$ cat src/rtl/button_bounce_gen.sv
// button_bounce_gen
//   Emulates a mechanical push-button: on request, bouncy_out makes
//   2*BOUNCES+1 toggles separated by pseudo-random gaps of 1..2^GAP_W
//   cycles, holds for SETTLE_CYCLES and then pulses done. Intended as a
//   stimulus source for debounce logic.
//
// Parameters
//   BOUNCES       extra bounce pairs per transition (0 allowed)
//   GAP_W         width of the random gap field; gap = lfsr[GAP_W-1:0] + 1
//   SETTLE_CYCLES stable hold after the final toggle before done (>= 1)
//   SEED          nonzero LFSR reset value
//
// Ports
//   clk           rising-edge clock
//   reset         asynchronous, active-high reset
//   start         request a transition of bouncy_out to target_level
//   target_level  desired settled level, sampled with start
//   bouncy_out    registered bouncing output
//   busy          high while a transition is in progress
//   done          one-cycle pulse when bouncy_out has settled
module button_bounce_gen #(
    parameter int          BOUNCES       = 5,
    parameter int          GAP_W         = 3,
    parameter int          SETTLE_CYCLES = 16,
    parameter logic [15:0] SEED          = 16'hACE1
) (
    input  logic clk,
    input  logic reset,
    input  logic start,
    input  logic target_level,
    output logic bouncy_out,
    output logic busy,
    output logic done
);

    localparam int TOG_MAX = 2 * BOUNCES + 1;
    localparam int TOG_W   = $clog2(TOG_MAX + 1);
    localparam int SET_W   = $clog2(SETTLE_CYCLES + 1);

    typedef enum logic [1:0] {
        IDLE,
        WAIT,
        SETTLE
    } state_t;

    state_t             state;
    logic [15:0]        lfsr;
    logic [15:0]        lfsr_next;
    logic [GAP_W:0]     gap;
    logic [GAP_W:0]     gap_cnt;
    logic [TOG_W-1:0]   toggle_cnt;
    logic [SET_W-1:0]   settle_cnt;
    logic               target_q;

    // Galois LFSR, mask 16'hB400, shifting right.
    always_comb begin
        lfsr_next = {1'b0, lfsr[15:1]} ^ (lfsr[0] ? 16'hB400 : 16'h0000);
    end

    always_comb begin
        gap = {1'b0, lfsr[GAP_W-1:0]} + {{GAP_W{1'b0}}, 1'b1};
    end

    always_ff @(posedge clk or posedge reset) begin
        if (reset) begin
            state      <= IDLE;
            lfsr       <= SEED;
            gap_cnt    <= '0;
            toggle_cnt <= '0;
            settle_cnt <= '0;
            target_q   <= 1'b0;
            bouncy_out <= 1'b0;
            busy       <= 1'b0;
            done       <= 1'b0;
        end else begin
            lfsr <= lfsr_next;
            done <= 1'b0;
            case (state)
                IDLE: begin
                    if (start) begin
                        if (target_level != bouncy_out) begin
                            target_q   <= target_level;
                            toggle_cnt <= TOG_W'(TOG_MAX);
                            gap_cnt    <= gap;
                            busy       <= 1'b1;
                            state      <= WAIT;
                        end else begin
                            // Already at the requested level: acknowledge only.
                            done <= 1'b1;
                        end
                    end
                end
                WAIT: begin
                    if (gap_cnt > (GAP_W + 1)'(1)) begin
                        gap_cnt <= gap_cnt - (GAP_W + 1)'(1);
                    end else begin
                        toggle_cnt <= toggle_cnt - TOG_W'(1);
                        if (toggle_cnt == TOG_W'(1)) begin
                            // The odd toggle count always lands on the target;
                            // driving target_q here is the same value as ~bouncy_out.
                            bouncy_out <= target_q;
                            settle_cnt <= SET_W'(SETTLE_CYCLES);
                            state      <= SETTLE;
                        end else begin
                            bouncy_out <= ~bouncy_out;
                            gap_cnt    <= gap;
                        end
                    end
                end
                SETTLE: begin
                    if (settle_cnt > SET_W'(1)) begin
                        settle_cnt <= settle_cnt - SET_W'(1);
                    end else begin
                        settle_cnt <= '0;
                        done       <= 1'b1;
                        busy       <= 1'b0;
                        state      <= IDLE;
                    end
                end
                default: begin
                    busy  <= 1'b0;
                    state <= IDLE;
                end
            endcase
        end
    end

endmodule

$ cat config.mk
export PLATFORM = sky130hd
export DESIGN_NAME = button_bounce_gen
export DESIGN_NICKNAME = d
export VERILOG_FILES = /design/src/rtl/button_bounce_gen.sv
export SDC_FILE = /design/constraint.sdc
export NUM_CORES = 1
export LEC_CHECK = 0
export CAP_MARGIN = 20
export CORE_MARGIN = 2
export CORE_UTILIZATION = 55
export CTS_BUF_LIST = sky130_fd_sc_hd__clkbuf_4 sky130_fd_sc_hd__clkbuf_8 sky130_fd_sc_hd__clkbuf_16
export DETAILED_ROUTE_END_ITERATION = 12
export PLACE_DENSITY = 0.73
export SETUP_SLACK_MARGIN = 0.05
export SLEW_MARGIN = 20
export SYNTH_ARGS = -nofsm -noshare
export SYNTH_HDL_FRONTEND = slang
export SYNTH_SLANG_ARGS = --single-unit
$ cat constraint.sdc
create_clock -name clk -period 4.65 [get_ports clk]
set_input_delay 1.395 -clock clk [delete_from_list [all_inputs] [get_ports clk]]
set_output_delay 1.395 -clock clk [all_outputs]
set_load 0.05 [all_outputs]
==> impl_metrics.ini <==
[run]
maxCapViolCount = 0

[timing]
min_period_over_period_pct = 64.4
tightest_slew_ns = 0.855
hold_violations = 0
max_freq_ghz = 0.334
finalSetupViolations = 0
slew_headroom_pct = 42.9
setup-tns-final_ns = 0
holdWs_ns = 0.357
drv_slew = 0
rsz0062_at_grt = false
clock_skew_ns = 0.00742
fin_crit_ns = 2.99

[drt]
routed_via_density = 5.73
drt_iter0_drc = 18
wirelength_um = 2670
wire_per_inst_um = 14.7
ant_nets = 0
vias = 1038
drc_errors = 0
drt-pass1-iter-count = 4

[min_path]
timing.hold.worst.class = reg2reg

[worst_setup_path]
critPathBufInv = 1
cp.required_ns = 3.25
worstSetupPathType = reg2out
arrival_ns = 1.60
crit_path_max_incr_delay_ns = 0.83
path_max_fanout = 5
cp-end-kind = primary output
cp_top_family = buffers and inverters
start_kind = flop
crit_path_cell_trace = clkdlybuf4s50_1
cpMaxStageDelayCell = clkdlybuf4s50_1

[layout]
syn2layout_area_growth_pct = 11.7
fillers = 228
num-nets-final = 160
antenna_cells = 0
layout_commonest_cell = dfrtp_1
fin_cells = 181
layout_common_cells = 27 x dfrtp_1, 10 x o21ai_0, 9 x inv_1
drive_gt1_share_pct = 18.7

[power_and_ir_drop]
peakVddDrop_mv = 0.553
power_mw = 1.13
p_leak_nw = 0.835
p_per_area_mw_per_mm2 = 636

[placed_design]
place_congestion = 0.853
dp.final_hpwl_um = 1940
dp_cells = 173
io_buffers = 6

[synth]
syn-num-nets = 150
syn_area_per_cell_sq_um = 11.4
seq_area_frac_synth_pct = 55.7
syn_area_sq_mm = 0.00159
yosysUniqueCellTypes = 43
yosysWarnings = 0
synthCells = 139
synth-seq-cells = 35

[grt]
grt_usage_pct = 18.7
grt_pass1_wl_um = 4490
grt_max_degree = 26
grt_pass1_vias = 1029
grt_overflow = 0
gr-usage-met2_pct = 27.8
grtUsageMet3_pct = 4.69
antenna_found_initial = 0
use_met1_pct = 24.3
busiest_layer = met2

[floorplan]
initial_utilization_pct = 57.7
io_pins = 7
die_y_um = 57.8
die-area_sq_mm = 0.00334
die_x_um = 57.8
fp.coreArea_sq_mm = 0.00276
num_rows = 19

[cts]
cts.sinks = 35
cts_max_path_buffers = 2
postCtsHoldBufs = 0
cts_tree = built
cts.clk_slew.worst_paths_ns = 0.10
htree_levels = 2
cts_made_buffers = 5
post_cts_resize_count = 0
root_buffer = clkbuf_4
clock_latency_ns = 0.34
postCtsSetupRepairBufs = 0

[run_status]
status = finished clean
worst paths after layout:
path                                              from                   endpoint  slack [ns]  depth (start not counted)
worst min-delay path                 lfsr[6]$_DFF_PP1_          lfsr[5]$_DFF_PP1_        0.36                          0
worst max-delay path            bouncy_out$_DFFE_PP0P_                 bouncy_out        1.66                          1
worst max register to register  gap_cnt[0]$_DFFE_PP0P_  settle_cnt[2]$_DFFE_PP0P_        2.77                          6
worst min register to register       lfsr[6]$_DFF_PP1_          lfsr[5]$_DFF_PP1_        0.36                          0
min in group asynchronous                        reset  settle_cnt[4]$_DFFE_PP0P_        1.53                          2
max in group asynchronous                        reset  settle_cnt[1]$_DFFE_PP0P_        2.44                          3
flip-flops by register name, indices dropped and copies added, names as in the netlist:
| register | flops |
|---|---|
| bouncy_out | 1 |
| busy | 1 |
| done | 1 |
| gap_cnt | 4 |
| lfsr | 16 |
| settle_cnt | 5 |
| state | 2 |
| target_q | 1 |
| toggle_cnt | 4 |
per-layer routing:
metal | routed length [um] | vias to the layer above
li1 | - | 504
met1 | 1300 | 516
met2 | 1220 | 10
met3 | 76 | 8
met4 | 70 | 0
met5 | 0 | -
area by class of cell:
cell class                 instances  area (sq um)  share of cell area (%)
timing repair buffer               7          67.6                    3.80
sequential                        35           886                    49.9
clock buffer                       6          45.0                    2.54
inverter                           9          33.8                    1.90
multi-input combinational         91           646                    36.3
clock inverter                     2          60.1                    3.38
tap                               31          38.8                    2.18
logic make-up after synthesis:
| group | Yosys count | share of synthesized area, % |
|---|---|---|
| AOI/OAI and AO/OA | 31 | 13.0 |
| xor gates and xnor gates | 8 | 4.41 |
| adders and majority gates | 7 | 5.51 |
| buffers and inverters | 13 | 3.70 |
| DFF | 35 | 55.7 |
| muxes | 3 | 1.89 |
| and+or+nand+nor | 42 | 15.8 |
where the power goes:
| part | internal [mW] | total [mW] | switching (mW) |
|---|---|---|---|
| combinational | 0.183 | 0.425 | 0.242 |
| sequential | 0.364 | 0.432 | 0.0675 |
| clock | 0.174 | 0.273 | 0.0999 |
metrics by stage:
stage / utilization, % / area (sq um) / setup WS [ns]
floorplan: - / 1590 / 2.29
global placement: 60.6 / 1670 / 1.75
detailed placement: 60.6 / 1670 / 1.74
CTS: 64.4 / 1780 / 1.65
global route: 64.4 / 1780 / 1.61
finish: 64.4 / 1780 / 1.66
synthesized netlist by cell type, drive strengths merged:
library cell | number | area share [%]
dfrtp | 27 | 42
o21ai | 12 | 4.2
inv | 9 | 2.1
dfstp | 8 | 13
nor2 | 8 | 2.0
ha | 7 | 5.5
nand2 | 7 | 1.7
nor3 | 6 | 1.9
a21oi | 5 | 1.6
xor2 | 5 | 2.8
a22o | 3 | 1.7
clkbuf | 3 | 0.87
mux2i | 3 | 1.9
nand2b | 3 | 1.2
nand3 | 3 | 0.94
nand4 | 3 | 1.6
xnor2 | 3 | 1.7
a21o | 2 | 1.0
a41oi | 2 | 1.1
and2b | 2 | 1.0
nor3b | 2 | 1.7
o211ai | 2 | 0.94
or2b | 2 | 1.0
a211oi | 1 | 0.47
a31oi | 1 | 0.39
and2 | 1 | 0.55
and3 | 1 | 0.39
buf | 1 | 0.71
nand4b | 1 | 0.55
o21ba | 1 | 0.63
o21bai | 1 | 0.47
o31ai | 1 | 0.47
or2 | 1 | 0.39
or3 | 1 | 0.39
or3b | 1 | 0.55
(Power assumes the default switching activity.)
